## src/rtl/pipeline_hazard_ctrl_if.sv

```systemverilog
// Hazard-control bundle between the pipeline datapath and the stall/flush/forwarding controller.
// The datapath side (master) drives the hazard inputs; the controller side (slave) drives the
// register enables, bubble controls, forwarding selects, the stall counter and the FSM debug view.
// Handshake: none; every signal is level-sensitive and sampled in the same cycle it is driven.
interface pipeline_hazard_ctrl_if #(
   parameter int CNT_W = 16
);
   logic [4:0]       id_rs;
   logic [4:0]       id_rt;
   logic             id_uses_rt;
   logic [4:0]       ex_rs;
   logic [4:0]       ex_rt;
   logic             ex_mem_read;
   logic             ex_is_mul;
   logic             ex_branch_taken;
   logic             exmem_reg_write;
   logic [4:0]       exmem_rd;
   logic             memwb_reg_write;
   logic [4:0]       memwb_rd;
   logic             mem_req;
   logic             mem_ready;

   logic             pc_en;
   logic             ifid_en;
   logic             idex_en;
   logic             exmem_en;
   logic             memwb_en;
   logic             ifid_flush;
   logic             idex_flush;
   logic             exmem_flush;
   logic [1:0]       fwd_a;
   logic [1:0]       fwd_b;
   logic [CNT_W-1:0] stall_count;
   logic             dbg_state;
   logic [3:0]       dbg_cnt;

   modport master (
      output id_rs, id_rt, id_uses_rt, ex_rs, ex_rt, ex_mem_read, ex_is_mul,
             ex_branch_taken, exmem_reg_write, exmem_rd, memwb_reg_write, memwb_rd,
             mem_req, mem_ready,
      input  pc_en, ifid_en, idex_en, exmem_en, memwb_en, ifid_flush, idex_flush,
             exmem_flush, fwd_a, fwd_b, stall_count, dbg_state, dbg_cnt
   );

   modport slave (
      input  id_rs, id_rt, id_uses_rt, ex_rs, ex_rt, ex_mem_read, ex_is_mul,
             ex_branch_taken, exmem_reg_write, exmem_rd, memwb_reg_write, memwb_rd,
             mem_req, mem_ready,
      output pc_en, ifid_en, idex_en, exmem_en, memwb_en, ifid_flush, idex_flush,
             exmem_flush, fwd_a, fwd_b, stall_count, dbg_state, dbg_cnt
   );
endinterface

```

## src/rtl/pipeline_hazard_ctrl.sv

```systemverilog
// Stall/flush/forwarding controller for the 5-stage pipeline.
// Priority each cycle: memory freeze > multiply occupancy > taken branch > load-use.
// A multiply holds EX for MUL_LATENCY cycles: MUL_LATENCY-1 stall cycles, then it advances.
// dbg_state (0 = RUN, 1 = MUL_BUSY) and dbg_cnt expose the FSM.
module pipeline_hazard_ctrl #(
   parameter int MUL_LATENCY = 4,
   parameter int CNT_W       = 16
) (
   input  logic                   clk,
   input  logic                   reset,
   pipeline_hazard_ctrl_if.slave  hz
);

   typedef enum logic {RUN = 1'b0, MUL_BUSY = 1'b1} state_t;

   localparam logic [3:0] MUL_INIT = 4'(MUL_LATENCY - 2);

   state_t           state, state_nxt;
   logic [3:0]       cnt, cnt_nxt;
   logic [CNT_W-1:0] stall_count_q;
   logic             freeze;
   logic             load_use;

   assign freeze   = hz.mem_req & ~hz.mem_ready;
   assign load_use = hz.ex_mem_read && (hz.ex_rt != 5'd0) &&
                     ((hz.ex_rt == hz.id_rs) || (hz.id_uses_rt && (hz.ex_rt == hz.id_rt)));

   // State and multiply countdown register; reset returns to RUN at once.
   always_ff @(posedge clk or negedge reset) begin
      if (!reset) begin
         state <= RUN;
         cnt   <= 4'd0;
      end else begin
         state <= state_nxt;
         cnt   <= cnt_nxt;
      end
   end

   // Next state and enable/bubble outputs by priority; everything holds under freeze.
   always_comb begin
      state_nxt      = state;
      cnt_nxt        = cnt;
      hz.pc_en       = 1'b1;
      hz.ifid_en     = 1'b1;
      hz.idex_en     = 1'b1;
      hz.exmem_en    = 1'b1;
      hz.memwb_en    = 1'b1;
      hz.ifid_flush  = 1'b0;
      hz.idex_flush  = 1'b0;
      hz.exmem_flush = 1'b0;
      if (!reset || freeze) begin
         hz.pc_en    = 1'b0;
         hz.ifid_en  = 1'b0;
         hz.idex_en  = 1'b0;
         hz.exmem_en = 1'b0;
         hz.memwb_en = 1'b0;
      end else begin
         case (state)
            RUN: begin
               if (hz.ex_is_mul) begin
                  hz.pc_en       = 1'b0;
                  hz.ifid_en     = 1'b0;
                  hz.idex_en     = 1'b0;
                  hz.exmem_flush = 1'b1;
                  state_nxt      = MUL_BUSY;
                  cnt_nxt        = MUL_INIT;
               end else if (hz.ex_branch_taken) begin
                  hz.ifid_flush = 1'b1;
                  hz.idex_flush = 1'b1;
               end else if (load_use) begin
                  hz.pc_en      = 1'b0;
                  hz.ifid_en    = 1'b0;
                  hz.idex_flush = 1'b1;
               end
            end
            MUL_BUSY: begin
               if (cnt != 4'd0) begin
                  hz.pc_en       = 1'b0;
                  hz.ifid_en     = 1'b0;
                  hz.idex_en     = 1'b0;
                  hz.exmem_flush = 1'b1;
                  cnt_nxt        = cnt - 4'd1;
               end else begin
                  // Multiply leaves EX this cycle; ex_is_mul still reflects it, so ignore it.
                  state_nxt = RUN;
               end
            end
            default: begin
               state_nxt = RUN;
               cnt_nxt   = 4'd0;
            end
         endcase
      end
   end

   // EX operand forwarding; the younger EX/MEM result wins and r0 is never forwarded.
   always_comb begin
      hz.fwd_a = 2'b00;
      hz.fwd_b = 2'b00;
      if (reset) begin
         if (hz.exmem_reg_write && (hz.exmem_rd != 5'd0) && (hz.exmem_rd == hz.ex_rs))
            hz.fwd_a = 2'b10;
         else if (hz.memwb_reg_write && (hz.memwb_rd != 5'd0) && (hz.memwb_rd == hz.ex_rs))
            hz.fwd_a = 2'b01;
         if (hz.exmem_reg_write && (hz.exmem_rd != 5'd0) && (hz.exmem_rd == hz.ex_rt))
            hz.fwd_b = 2'b10;
         else if (hz.memwb_reg_write && (hz.memwb_rd != 5'd0) && (hz.memwb_rd == hz.ex_rt))
            hz.fwd_b = 2'b01;
      end
   end

   // Saturating count of cycles in which the PC is held.
   always_ff @(posedge clk or negedge reset) begin
      if (!reset)
         stall_count_q <= '0;
      else if (!hz.pc_en && (stall_count_q != {CNT_W{1'b1}}))
         stall_count_q <= stall_count_q + CNT_W'(1);
   end

   assign hz.stall_count = stall_count_q;
   assign hz.dbg_state   = state;
   assign hz.dbg_cnt     = cnt;

endmodule
```

## src/flat_wrapper.sv

```systemverilog
// flat-port wrapper written by rule: the top's interface ports become plain ports
module pipeline_hazard_ctrl_flat 
#(
   parameter int MUL_LATENCY = 4,
   parameter int CNT_W       = 16
)
  (clk, reset, hz_id_rs, hz_id_rt, hz_id_uses_rt, hz_ex_rs, hz_ex_rt, hz_ex_mem_read, hz_ex_is_mul, hz_ex_branch_taken, hz_exmem_reg_write, hz_exmem_rd, hz_memwb_reg_write, hz_memwb_rd, hz_mem_req, hz_mem_ready, hz_pc_en, hz_ifid_en, hz_idex_en, hz_exmem_en, hz_memwb_en, hz_ifid_flush, hz_idex_flush, hz_exmem_flush, hz_fwd_a, hz_fwd_b, hz_stall_count, hz_dbg_state, hz_dbg_cnt);
  pipeline_hazard_ctrl_if #(.CNT_W(CNT_W)) hz_i ();
  input  logic clk;
  input  logic reset;
  input wire logic [$bits(hz_i.id_rs)-1:0] hz_id_rs;
  input wire logic [$bits(hz_i.id_rt)-1:0] hz_id_rt;
  input wire logic [$bits(hz_i.id_uses_rt)-1:0] hz_id_uses_rt;
  input wire logic [$bits(hz_i.ex_rs)-1:0] hz_ex_rs;
  input wire logic [$bits(hz_i.ex_rt)-1:0] hz_ex_rt;
  input wire logic [$bits(hz_i.ex_mem_read)-1:0] hz_ex_mem_read;
  input wire logic [$bits(hz_i.ex_is_mul)-1:0] hz_ex_is_mul;
  input wire logic [$bits(hz_i.ex_branch_taken)-1:0] hz_ex_branch_taken;
  input wire logic [$bits(hz_i.exmem_reg_write)-1:0] hz_exmem_reg_write;
  input wire logic [$bits(hz_i.exmem_rd)-1:0] hz_exmem_rd;
  input wire logic [$bits(hz_i.memwb_reg_write)-1:0] hz_memwb_reg_write;
  input wire logic [$bits(hz_i.memwb_rd)-1:0] hz_memwb_rd;
  input wire logic [$bits(hz_i.mem_req)-1:0] hz_mem_req;
  input wire logic [$bits(hz_i.mem_ready)-1:0] hz_mem_ready;
  output wire logic [$bits(hz_i.pc_en)-1:0] hz_pc_en;
  output wire logic [$bits(hz_i.ifid_en)-1:0] hz_ifid_en;
  output wire logic [$bits(hz_i.idex_en)-1:0] hz_idex_en;
  output wire logic [$bits(hz_i.exmem_en)-1:0] hz_exmem_en;
  output wire logic [$bits(hz_i.memwb_en)-1:0] hz_memwb_en;
  output wire logic [$bits(hz_i.ifid_flush)-1:0] hz_ifid_flush;
  output wire logic [$bits(hz_i.idex_flush)-1:0] hz_idex_flush;
  output wire logic [$bits(hz_i.exmem_flush)-1:0] hz_exmem_flush;
  output wire logic [$bits(hz_i.fwd_a)-1:0] hz_fwd_a;
  output wire logic [$bits(hz_i.fwd_b)-1:0] hz_fwd_b;
  output wire logic [$bits(hz_i.stall_count)-1:0] hz_stall_count;
  output wire logic [$bits(hz_i.dbg_state)-1:0] hz_dbg_state;
  output wire logic [$bits(hz_i.dbg_cnt)-1:0] hz_dbg_cnt;
  assign hz_i.id_rs = hz_id_rs;
  assign hz_i.id_rt = hz_id_rt;
  assign hz_i.id_uses_rt = hz_id_uses_rt;
  assign hz_i.ex_rs = hz_ex_rs;
  assign hz_i.ex_rt = hz_ex_rt;
  assign hz_i.ex_mem_read = hz_ex_mem_read;
  assign hz_i.ex_is_mul = hz_ex_is_mul;
  assign hz_i.ex_branch_taken = hz_ex_branch_taken;
  assign hz_i.exmem_reg_write = hz_exmem_reg_write;
  assign hz_i.exmem_rd = hz_exmem_rd;
  assign hz_i.memwb_reg_write = hz_memwb_reg_write;
  assign hz_i.memwb_rd = hz_memwb_rd;
  assign hz_i.mem_req = hz_mem_req;
  assign hz_i.mem_ready = hz_mem_ready;
  assign hz_pc_en = hz_i.pc_en;
  assign hz_ifid_en = hz_i.ifid_en;
  assign hz_idex_en = hz_i.idex_en;
  assign hz_exmem_en = hz_i.exmem_en;
  assign hz_memwb_en = hz_i.memwb_en;
  assign hz_ifid_flush = hz_i.ifid_flush;
  assign hz_idex_flush = hz_i.idex_flush;
  assign hz_exmem_flush = hz_i.exmem_flush;
  assign hz_fwd_a = hz_i.fwd_a;
  assign hz_fwd_b = hz_i.fwd_b;
  assign hz_stall_count = hz_i.stall_count;
  assign hz_dbg_state = hz_i.dbg_state;
  assign hz_dbg_cnt = hz_i.dbg_cnt;
  pipeline_hazard_ctrl #(.MUL_LATENCY(MUL_LATENCY), .CNT_W(CNT_W)) u_core (.clk(clk), .reset(reset), .hz(hz_i));
endmodule
```

## config.mk

```make
export PLATFORM = sky130hd
export DESIGN_NAME = pipeline_hazard_ctrl_flat
export DESIGN_NICKNAME = d
export VERILOG_FILES = /design/src/rtl/pipeline_hazard_ctrl_if.sv /design/src/rtl/pipeline_hazard_ctrl.sv /design/src/flat_wrapper.sv
export SDC_FILE = /design/constraint.sdc
export NUM_CORES = 1
export LEC_CHECK = 0
export BUFFER_PORTS_ARGS = -buffer_cell sky130_fd_sc_hd__buf_4
export CAP_MARGIN = 20
export CORE_MARGIN = 2
export CORE_UTILIZATION = 40
export DETAILED_ROUTE_END_ITERATION = 16
export GPL_TIMING_DRIVEN = 1
export PLACE_DENSITY = 0.7
export RECOVER_POWER = 25
export SYNTH_ARGS = -nofsm -noshare
export SYNTH_HDL_FRONTEND = slang
export SYNTH_SLANG_ARGS = --single-unit
export TNS_END_PERCENT = 1
```

## constraint.sdc

```tcl
create_clock -name clk -period 2.1 [get_ports clk]
set_clock_uncertainty 0.1 [all_clocks]
set_input_delay 0.21 -clock clk [delete_from_list [all_inputs] [get_ports clk]]
set_output_delay 0.21 -clock clk [all_outputs]
set_load 0.02 [all_outputs]
```

# --- Yosys cells after proc, flatten, opt, wreduce, memory -nomap -nowiden ---
# Cells that the tools add are included.
totals:
  ff_bits: 21
  out_inout_bits: 33
classes:
  n_addsub: 2
  eq_ne: 9
  n_mux: 32
  bitwise: 4
  reduce_logical: 19
op_table:
  columns: ["cell", "n"]
  rows:
  - ["5-bit equality test", 6]
  - ["1-bit two-way mux", 22]
  - ["16-bit by 1-bit adder with 16-bit output, second input constant", 1]
  - ["16-bit inequality test, second input constant", 1]
  - ["5-bit nonzero test", 3]
  - ["1-bit logical AND", 10]
  - ["2-bit two-way mux", 4]
  - ["4-bit two-way mux", 2]
  - ["4-bit case mux with 2 select lines", 1]
  - ["1-bit case mux with 2 select lines", 3]
  - ["2-bit inequality test, second input constant", 2]
  - ["4-bit nonzero test", 1]
  - ["4-bit by 1-bit subtractor with 4-bit output, second input constant", 1]
  - ["1-bit NOT", 3]
  - ["3-bit AND reduction", 1]
  - ["1-bit zero test", 2]
  - ["1-bit logical OR", 2]
  - ["1-bit AND", 1]

# --- Depth between registers and ports, before layout ---
# Gate-level depths: netlist of the first run.
logic_depth:
  depth_word: 11
  ltp_mapped: 9

# --- Worst setup path before layout of the first run ---
# Ideal clock, no wire load.
synth_timing:
  path_type: "reg-to-reg"
  from: "register u_core.cnt[0] (netlist: u_core.hz.dbg_cnt[0])"
  to: "register u_core.cnt[2] (netlist: u_core.hz.dbg_cnt[2])"
  t_arrival_ns: 2.176
  t_required_ns: 1.864
  path_slack_ns: -0.312
  path_stages_with_launch: 8
  period_less_slack_ns: 2.412
  path_cell_list: "dfrtp_1 > inv_1 > ha_1 > nor4bb_1 > nor3_1 > o21ai_0 > nand2_1 > o21ai_0"
synth_via:
  elab_chain_len: 3
  word_cells_on_any_way: 6
synth_rtl:
  columns: ["element", "line", "source"]
  rows:
  - ["start, declared", "pipeline_hazard_ctrl.sv:19", "logic [3:0] cnt, cnt_nxt;"]
  - ["start signal, assigned", "pipeline_hazard_ctrl.sv:35", "cnt <= cnt_nxt;"]
  - ["4-bit by 1-bit subtractor with 4-bit output / 4-bit nonzero test (equally long branches)", "pipeline_hazard_ctrl.sv:82, pipeline_hazard_ctrl.sv:77", null]
  - ["4-bit two-way mux / 2-bit inequality test (equally long branches)", null, null]
  - ["4-bit case mux with 2 select lines / 3-bit AND reduction (equally long branches)", null, null]
# Several ways; a longest one is shown, not always the timed one. The select of a mux whose other input is x is not followed.
# A chain may end at the register's enable or synchronous reset.

# --- Worst setup path after layout of the first run ---
layout_timing:
  from: "register u_core.cnt[1] (netlist: u_core.hz.dbg_cnt[1])"
  to: "output hz_pc_en"
layout_via:
  elab_chain_len: 4
layout_rtl:
  columns: ["element", "line", "source"]
  rows:
  - ["4-bit nonzero test", "pipeline_hazard_ctrl.sv:77", "if (cnt != 4'd0) begin"]
  - ["1-bit two-way mux", "pipeline_hazard_ctrl.sv:77", null]
  - ["1-bit case mux with 2 select lines", "pipeline_hazard_ctrl.sv:58", "case (state)"]
  - ["1-bit two-way mux", "pipeline_hazard_ctrl.sv:51", "if (!reset || freeze) begin"]
  - ["end, declared", "flat_wrapper.sv:25", "output wire logic [$bits(hz_i.pc_en)-1:0] hz_pc_en;"]
# Every way passes these cells.

==> flow_summary.yaml, run 1 <==
power_and_ir_drop:
  swShare_pct: 41.4
  p_total_mw: 2.10
  p_switching_mw: 0.869
  p_per_area_nw_per_um2: 868
  combPwrFrac_pct: 53.8
  power_leakage_nw: 1.10
  vdd_ir_drop_max_mv: 0.763
  intPower_mw: 1.23
  seqPwrFrac_pct: 33.5
  pwr-share-clk_pct: 12.8
global_route:
  grt_pass1_wl_mm: 6.80
  antenna_found_initial: 0
  first_global_vias: 1505
  grt_start_max_net_pins: 16
  track_usage_pct: 19.8
  overflow: 0
min_path:
  whs_path_depth: 4
  hold_class: "in2reg"
clock_tree:
  cts_sinks: 21
  clkLatencyLatePin_ps: 260
  cts_buffer_depth: 2
  cts_tree: "built"
  clock-root-buffer: "clkbuf_8"
  clk_pin_slew_worst_paths_ps: 70
  cts_made_buffers: 3
  cts_max_level: 1
yosys:
  ys_types: 34
  synth-compound-area-share_pct: 6.55
  synthTopCellsByArea: "dfrtp_1, xor2_1, xnor2_1"
  synthXorXnorAreaFrac_pct: 24.6
  synth_largest_area_cell: "dfrtp_1"
  syn_nets: 209
  synth_seq_cells: 21
  ys.flop_type: "dfrtp_1"
  synth_common_cells: "xor2_1, dfrtp_1, nand3_1"
  synth_area_per_cell_sq_um: 9.43
  synth_top_family_by_area: "simple AND/OR/NAND/NOR gates"
  synth_top_area_share_pct: 33.6
  synthMuxAreaShare_pct: 1.44
  netlist_area_sq_um: 1570
  synth_edf_count: 0
  yosysMostFrequentCell: "xor2_1"
  yosysWarnings: 0
  synth_cells: 166
  yosys.area_share.simple_pct: 25.7
  yosysSeqAreaShare_pct: 33.6
  yosys.area_share.adder_pct: 2.40
  async_flop_share_pct: 100
setup_path:
  crit_path_start_kind: "flop"
  endpoint_kind: "primary output"
  r2r-end: "u_core.hz.stall_count[0]"
  ff2ff_path_depth: 10
  cp.arrival_ps: 1850
  critPathMaxFanout: 5
  worstSetupStartpoint: "u_core.hz.dbg_cnt[1]"
  cp.required_ps: 1790
  worstSetupPathType: "reg2out"
  reg2reg_slack_ps: 70
  crit-reg2reg-launch: "u_core.hz.dbg_cnt[1]"
  critPathCapture: "hz_pc_en"
routing:
  drc: 0
  num_vias: 1535
  wl_mm: 4.29
  drt_iter0_markers: 65
  first_pass_iters: 4
  ant_nets: 0
  via_per_inst: 5.00
  wire_per_inst_um: 14.0
sta:
  hold_ws_ps: 390
  fin_crit_sh_pct: 103
  period_minus_slack_ps: 2160
  fmax_mhz: 462
  setup-tns-final_ps: -126
  hold_violations: 0
  rsz0062_at_grt: "true"
  setup_viol: 2
  worstMarginPinSlew_ps: 842
  setup_ws_ps: -63.0
  drv_slew: 0
  max_slew_margin_pct: 43.8
floorplan:
  num_io_pins: 73
  die_area_sq_um: 4430
  core_sq_um: 3720
  placementRows: 22
  die_w_um: 66.6
  die_h_um: 66.6
  initial_utilization_pct: 42.1
placed_design:
  place_area_sq_um: 2250
  dp_hpwl_mm: 3.24
  dp_cells: 295
  gp_congestion: 0.816
  portBuffers: 72
run:
  maxCapViolCount: 0
layout:
  final_cells: 307
  nets: 303
  fillers: 357
  final_layout_size_suffix_gt1_share_pct: 45.6
  diodes: 0
  final_cell_area_sq_um: 2420
  syn2layout_area_growth_pct: 54.5
status:
  status: "finished, violations left"
  violations: "negative setup slack"
==> worst min path at each step <==
stage	startpoint	endpoint
CTS	reset	u_core.hz.stall_count[2]
global route	hz_mem_ready	u_core.hz.dbg_state
detailed placement	reset	u_core.hz.stall_count[2]
floorplan	reset	u_core.hz.dbg_cnt[0]
finish	hz_ex_branch_taken	u_core.hz.stall_count[11]
global placement	reset	u_core.hz.stall_count[1]
==> cells in the final DEF, fill, tap and decap left out, types with 2 or more instances in the layout <==
master | netlist | final
buf_4 | 2 | 90
xor2_1 | 36 | 36
dfrtp_1 | 21 | 20
nand3_1 | 11 | 11
nor2_1 | 10 | 9
xnor2_1 | 8 | 8
nand2_1 | 8 | 8
nor4_1 | 7 | 6
nor4_2 | 5 | 6
nor3_1 | 8 | 6
or4_1 | 5 | 5
inv_1 | 7 | 5
o21ai_0 | 6 | 4
clkbuf_1 | 3 | 4
buf_6 | 2 | 4
clkbuf_8 | 0 | 3
inv_2 | 0 | 2
and2_1 | 2 | 2
nor3_2 | 0 | 2
and3_1 | 2 | 2
mux2_2 | 2 | 2
ha_1 | 3 | 2
==> critical path, cell delays in order, from the launching register on <==
cell	delay (ps)
dfrtp_1	390
inv_2	90
ha_4	120
nor4bb_4	250
nor2_1	110
nor2_2	180
o41a_4	230
buf_6	120
buf_6	110
==> cells by family (layout without fill, tap and decap cells) <==
| group | count (synthesis) | in the layout |
|---|---|---|
| compound gates | 14 | 15 |
| mux | 2 | 2 |
| buf+inv | 17 | 109 |
| fa+ha+maj | 3 | 3 |
| xor+xnor | 44 | 44 |
| simple gates | 65 | 65 |
| flops | 21 | 21 |
==> repair_timing <==
action | 4_1_cts | 5_1_grt
hold buffers | 1 | 0
pin swaps | 1 | 3
cloned | 0 | 1
setup buffers | 0 | 6
resized for setup | 3 | 15
hold endpoints to repair | 21 | 0
endpoints found under the setup margin | 4 | 8
==> power by group through the flow <==
stage | Combinational, mW | Sequential (mW) | Clock, mW
final | 1.13 | 0.702 | 0.268
after global routing | 1.24 | 0.721 | 0.297
after CTS | 1.07 | 0.696 | 0.270
after detailed placement | 1.05 | 0.692 | 0
after global placement | 1.02 | 0.691 | 0
after floorplan | 0.403 | 0.852 | 0
==> layout make-up <==
class | instances | area (sq um) | area share, %
Multi-Input combinational cell | 129 | 1020 | 42.1
Timing Repair Buffer | 98 | 742 | 30.7
Sequential cell | 21 | 527 | 21.8
Tap cell | 48 | 60.1 | 2.48
Clock buffer | 4 | 45.0 | 1.86
Inverter | 7 | 26.3 | 1.09
==> sequential cells by signal (all words and copies together) (netlist names) <==
| name | flops |
|---|---|
| u_core.hz.dbg_cnt | 4 |
| u_core.hz.dbg_state | 1 |
| u_core.hz.stall_count | 16 |
==> stage by stage <==
stage,worst slack [ps],util [%]
2_1_floorplan,-312,-
3_3_place_gp,-161,60.5
4_1_cts,-128,62.6
3_5_place_dp,-222,60.5
5_1_grt,-147,65.1
6_report,-63.0,65.1
==> routing by layer <==
layer | GRT usage [%] | vias to the layer above | part of all wire, %
met5 | 0 | - | 0
met4 | 2.55 | 0 | 0.56
met3 | 4.56 | 4 | 5.3
met2 | 36.3 | 38 | 48
met1 | 23.9 | 723 | 46
li1 | - | 770 | -
Note: power is estimated with default switching activity, not from simulation.
==> run 2: changes to the inputs <==
--- a/config.mk
+++ b/config.mk
@@ -5,13 +5,14 @@
 export SDC_FILE = /design/constraint.sdc
 export NUM_CORES = 1
 export LEC_CHECK = 0
+export ABC_AREA = 1
 export BUFFER_PORTS_ARGS = -buffer_cell sky130_fd_sc_hd__buf_4
 export CAP_MARGIN = 20
 export CORE_MARGIN = 2
 export CORE_UTILIZATION = 40
 export DETAILED_ROUTE_END_ITERATION = 16
 export GPL_TIMING_DRIVEN = 1
-export PLACE_DENSITY = 0.7
+export PLACE_DENSITY = 0.68
 export RECOVER_POWER = 25
 export SYNTH_ARGS = -nofsm -noshare
 export SYNTH_HDL_FRONTEND = slang
==> flow_summary.yaml, run 2 <==
status:
  status: "complete, no violations"
global_route:
  grt_pass1_wl_mm: 7.63
  track_usage_pct: 18.4
  top_usage_layer: "met2"
  grt_util_met1_pct: 22.0
  grt_start_max_net_pins: 22
  antenna_found_initial: 0
  use_met3_pct: 2.11
  first_global_vias: 1830
  overflow: 0
  grt_use_met2_pct: 33.1
floorplan:
  core_sq_um: 4350
  die_area_sq_um: 5100
  num_io_pins: 73
  placementRows: 24
  initial_utilization_pct: 41.7
  die_w_um: 71.4
  die_h_um: 71.4
yosys:
  synth_common_cells: "nand2_1, inv_1, nand3_1, nor2_1, dfrtp_1"
  ys.flop_type: "dfrtp_1"
  ys_types: 27
  synth_top_area_share_pct: 28.9
  yosysSeqAreaShare_pct: 28.9
  synth_largest_area_cell: "dfrtp_1"
  yosysWarnings: 0
  synth_cells: 275
  netlist_area_sq_um: 1820
  synth_edf_count: 0
  async_flop_share_pct: 100
  syn_nets: 318
  synth_seq_cells: 21
  yosysMostFrequentCell: "nand2_1"
  synthTopCellsByArea: "dfrtp_1, nand2_1, nand3_1"
  synth_area_per_cell_sq_um: 6.61
sta:
  period_minus_slack_ps: 1990
  fin_crit_sh_pct: 94.9
  drv_slew: 0
  fmax_mhz: 502
  worstMarginPinSlew_ps: 1140
  rsz0062_at_grt: "false"
  hold_violations: 0
  max_slew_margin_pct: 24.1
  setup-tns-final_ps: 0
  setup_viol: 0
layout:
  syn2layout_area_growth_pct: 37.3
  final_cell_area_sq_um: 2490
  diodes: 0
  fillers: 436
  nets: 394
  final_cell_mix: "nand2_1, buf_4, inv_1, nor2_1, nand3_1"
  largest_reg_flops: 16
  final_layout_size_suffix_gt1_share_pct: 27.1
  final_common_cell: "nand2_1"
placed_design:
  gp_congestion: 0.806
  portBuffers: 72
  place_area_sq_um: 2400
  dp_hpwl_mm: 3.69
power_and_ir_drop:
  vdd_ir_drop_max_mv: 0.250
  power_leakage_nw: 1.31
  p_per_area_nw_per_um2: 746
setup_path:
  crit_path_start_kind: "flop"
  crit-reg2reg-launch: "u_core.hz.stall_count[0]"
  cp.arrival_ps: 1680
  worstSetupPathType: "reg2out"
  cp.required_ps: 1790
  path_buf_inv: 3
  worstSetupStartpoint: "u_core.hz.dbg_cnt[1]"
  endpoint_kind: "primary output"
  crit_chain: "inv_1, ha_1, nand4_1, a21oi_4, nand2_4, clkinvlp_4, buf_4"
  path_delay_family: "flip-flops"
  critPathMaxFanout: 10
  max_stage_delay_ps: 380
  slowest_stage: "dfrtp_1"
routing:
  ant_nets: 0
  drc: 0
  num_vias: 1966
  via_per_inst: 4.89
  wire_per_inst_um: 11.5
  wl_mm: 4.64
  first_pass_iters: 5
  drt_iter0_markers: 121
run:
  maxCapViolCount: 0
clock_tree:
  cts_max_level: 1
  clock-root-buffer: "clkbuf_8"
  clkLatencyLatePin_ps: 270
  cts_sinks: 21
  cts_tree: "built"
  clk_pin_slew_worst_paths_ps: 80
  cts_buffer_depth: 2
  cts_made_buffers: 3
min_path:
  hold_class: "in2reg"
  hold_start: "hz_mem_req"
[run 2: changes by cell type in the layout (fill, tap and decap cells not counted), sizes merged, moves of 5 or more]
cell	change
xor2	-21
nor4	-10
a21oi	+8
buf	-19
nand4	+5
or4	-5
nand2	+73
nand3	+21
nor2	+23
inv	+29
[run 2: cells by family (layout without fill, tap and decap cells)]
| group | after synthesis | in the layout | synth area share, % |
|---|---|---|---|
| simple gates | 159 | 159 | 38.5 |
| buf+inv | 44 | 119 | 10.9 |
| xor+xnor | 27 | 27 | 13.0 |
| compound gates | 21 | 21 | 6.61 |
| flops | 21 | 21 | 28.9 |
| fa+ha+maj | 3 | 3 | 2.07 |
[run 2: final timing paths]
kind | slack [ps] | to | cells past startpoint
setup / recovery | 110 | hz_ifid_en | 7
hold / removal | 200 | u_core.hz.dbg_state | 3
setup reg to reg | 170 | u_core.hz.stall_count[5] | 9
hold reg to reg | 450 | u_core.hz.stall_count[13] | 2
max in group asynchronous | 520 | u_core.hz.stall_count[5] | 3
min in group asynchronous | 700 | u_core.hz.stall_count[11] | 3
[run 2: area by class of cell]
class	instances	area, sq um	area share, %
multi-input cells	210	1120	44.8
repair buffers	78	597	23.9
flip-flops and latches	21	526	21.1
inverters	37	143	5.72
well taps	52	65.1	2.61
clock buffers	3	41.3	1.65
clock inverters	1	5.00	0.201
[run 2: per-layer routing]
| layer | vias up | wire, um |
|---|---|---|
| met5 | - | 0 |
| met4 | 0 | 110 |
| met3 | 10 | 205 |
| met2 | 58 | 2340 |
| met1 | 876 | 1980 |
| li1 | 1022 | - |
[run 2: stage by stage]
step                      power, mW  utilization [%]  std cells  hold slack [ps]  setup WS (ps)
after CTS                      1.87             56.4        400              204           24.0
after global placement         1.58             55.1        395              101            226
after floorplan                1.23                -        275             -186           15.2
after global routing           2.01             57.3        402              225           9.49
final                          1.86             57.3        402              196            108
after detailed placement       1.60             55.1        395              104            150
[run 2: what timing repair did]
item / CTS / global route
setup endpoints to repair: 0 / 17
hold endpoints to repair: 21 / 0
hold buffers: 1 / 0
gates resized for setup: 0 / 2
setup buffers: 0 / 2
[run 2: worst register-to-register path: stages, from the launching register on]
cell and delay (ps):
dfrtp_1 420, ha_1 230, nand3_1 170, nor2_2 200
nand2_2 90, nor2_4 130, nand3_4 160, buf_4 200
nand3_1 80, nand2_1 50
[run 2: power breakdown]
part | leakage (nW) | switching (mW) | total (mW) | internal, mW
clock network | 0.0255 | 0.140 | 0.272 | 0.132
logic | 1.01 | 0.527 | 0.935 | 0.408
registers | 0.275 | 0.140 | 0.653 | 0.513
==> run 3: changes to the inputs <==
==> constraint.sdc (replaced) <==
create_clock -name clk -period 2.1 [get_ports clk]
set_clock_uncertainty 0.1 [all_clocks]
set_input_delay 0.21 -clock clk [delete_from_list [all_inputs] [get_ports clk]]
set_output_delay 0.21 -clock clk [all_outputs]
set_load 0.01 [all_outputs]
==> flow_summary.yaml, run 3 (same netlist as run 2, synthesis figures left out) <==
status:
  status: "complete, no violations"
layout:
  syn2layout_area_growth_pct: 37.7
  final_cell_mix: "buf_4, nand2_1, inv_1, nor2_1, nand3_1"
  final_common_cell: "buf_4"
  diodes: 0
  nets: 398
  utilization_pct: 57.4
  final_layout_size_suffix_gt1_share_pct: 28.0
  largest_reg_flops: 16
min_path:
  whs_path_depth: 3
  hold_start: "hz_mem_req"
  min_to: "u_core.hz.dbg_state"
  hold_class: "in2reg"
routing:
  wl_mm: 4.71
  wire_per_inst_um: 11.6
  ant_nets: 0
  first_pass_iters: 4
  drt_iter0_markers: 106
  via_per_inst: 4.88
  num_vias: 1981
  drc: 0
power_and_ir_drop:
  power_leakage_nw: 1.33
  vdd_ir_drop_max_mv: 0.717
  p_switching_mw: 0.707
  p_per_area_nw_per_um2: 701
  pwr-share-clk_pct: 15.4
  combPwrFrac_pct: 46.9
  swShare_pct: 40.3
  seqPwrFrac_pct: 37.7
  intPower_mw: 1.05
clock_tree:
  cts_buffer_depth: 2
  cts_sinks: 21
  cts_max_level: 1
  clkLatencyLatePin_ps: 260
  cts_tree: "built"
  cts_made_buffers: 3
  clk_pin_slew_worst_paths_ps: 70
  clock-root-buffer: "clkbuf_8"
floorplan:
  die_w_um: 71.4
  placementRows: 24
  die_area_sq_um: 5100
  initial_utilization_pct: 41.7
  num_io_pins: 73
  core_sq_um: 4350
  die_h_um: 71.4
sta:
  drv_slew: 0
  worstMarginPinSlew_ps: 1170
  hold_violations: 0
  period_minus_slack_ps: 1960
  fin_crit_sh_pct: 93.5
  setup-tns-final_ps: 0
  setup_viol: 0
  rsz0062_at_grt: "false"
  fmax_mhz: 510
  max_slew_margin_pct: 21.9
setup_path:
  ff2ff_path_depth: 9
  slowest_stage: "dfrtp_1"
  cp.arrival_ps: 1650
  r2r-end: "u_core.hz.stall_count[14]"
  worstSetupPathType: "reg2out"
  cp.required_ps: 1790
  crit_chain: "inv_2, ha_1, nand4_1, a21oi_2, nand2_4, inv_1, buf_4"
  crit_path_start_kind: "flop"
  endpoint_kind: "primary output"
  reg2reg_slack_ps: 190
  critPathMaxFanout: 15
  crit-reg2reg-launch: "u_core.hz.stall_count[0]"
  max_stage_delay_ps: 400
global_route:
  track_usage_pct: 19.3
  grt_start_max_net_pins: 22
  antenna_found_initial: 0
  first_global_vias: 1903
  overflow: 0
  grt_pass1_wl_mm: 8.16
placed_design:
  gp_congestion: 0.816
  dp_hpwl_mm: 3.68
  portBuffers: 72
run:
  maxCapViolCount: 0
run 3: cell count changes in the layout (fill, tap and decap cells not counted), sizes merged:
cell / previous run / this run
buf: 75 / 79
clkinvlp: 1 / 0
inv: 36 / 37
run 3: routing by layer:
metal  up-vias  global-route usage, %  share of wire [%]
li1       1033                      -                  -
met2        48                   34.7                 49
met4         0                   2.31               0.15
met5         -                      0                  0
met1       898                   24.7                 46
met3         2                   3.80                4.9
run 3: stage by stage:
stage	total power, mW	std cells	area [sq um]	hold WS, ps	worst slack (ps)
final	1.75	406	2500	218	137
after global routing	1.92	406	2500	231	8.89
after CTS	1.76	401	2450	211	7.70
after detailed placement	1.48	396	2390	113	184
after global placement	1.47	396	2390	107	244
after floorplan	1.12	275	1820	-186	80.5
run 3: power groups by stage:
stage / Combinational [mW] / Sequential (mW) / Clock [mW]
after floorplan: 0.436 / 0.683 / 0
after global placement: 0.805 / 0.663 / 0
after detailed placement: 0.821 / 0.660 / 0
after CTS: 0.826 / 0.657 / 0.277
after global routing: 0.946 / 0.681 / 0.292
final: 0.823 / 0.660 / 0.270
run 3: cell type report:
cell class,instances,area (sq um)
clock inverter,1,5.00
inverter,37,139
clock buffer,3,41.3
multi-input combinational,210,1110
sequential,21,526
timing repair buffer,82,614
fill,408,1850
tap,52,65.1
run 3: worst max path at each step:
stage                                           end  cells after the start  slack, ps                startpoint
after floorplan                            hz_pc_en                      9         80      u_core.hz.dbg_cnt[0]
after global placement    u_core.hz.stall_count[15]                      9        240  u_core.hz.stall_count[0]
after detailed placement  u_core.hz.stall_count[14]                      9        180  u_core.hz.stall_count[0]
after CTS                                  hz_pc_en                      7          8      u_core.hz.dbg_cnt[0]
after global routing                       hz_pc_en                      7          9      u_core.hz.dbg_cnt[0]
final                                      hz_pc_en                      7        140      u_core.hz.dbg_cnt[0]
run 3: timing repair:
item | in CTS | in global routing
gates resized for setup | 1 | 4
hold buffers | 1 | 0
buffers inserted | 0 | 5
pin swaps | 1 | 1
hold endpoints to repair | 21 | 0
endpoints found under the setup margin | 2 | 17
run 3: worst max-delay path: cells and delay by family, from the launching register on:
| kind | cells | cell delay [ps] |
|---|---|---|
| buffers and inverters | 3 | 320 |
| AO/OA/AOI/OAI | 1 | 230 |
| adder cells (fa/ha/maj) | 1 | 140 |
| AND/OR/NAND/NOR | 2 | 300 |
| flip-flops | 1 | 400 |
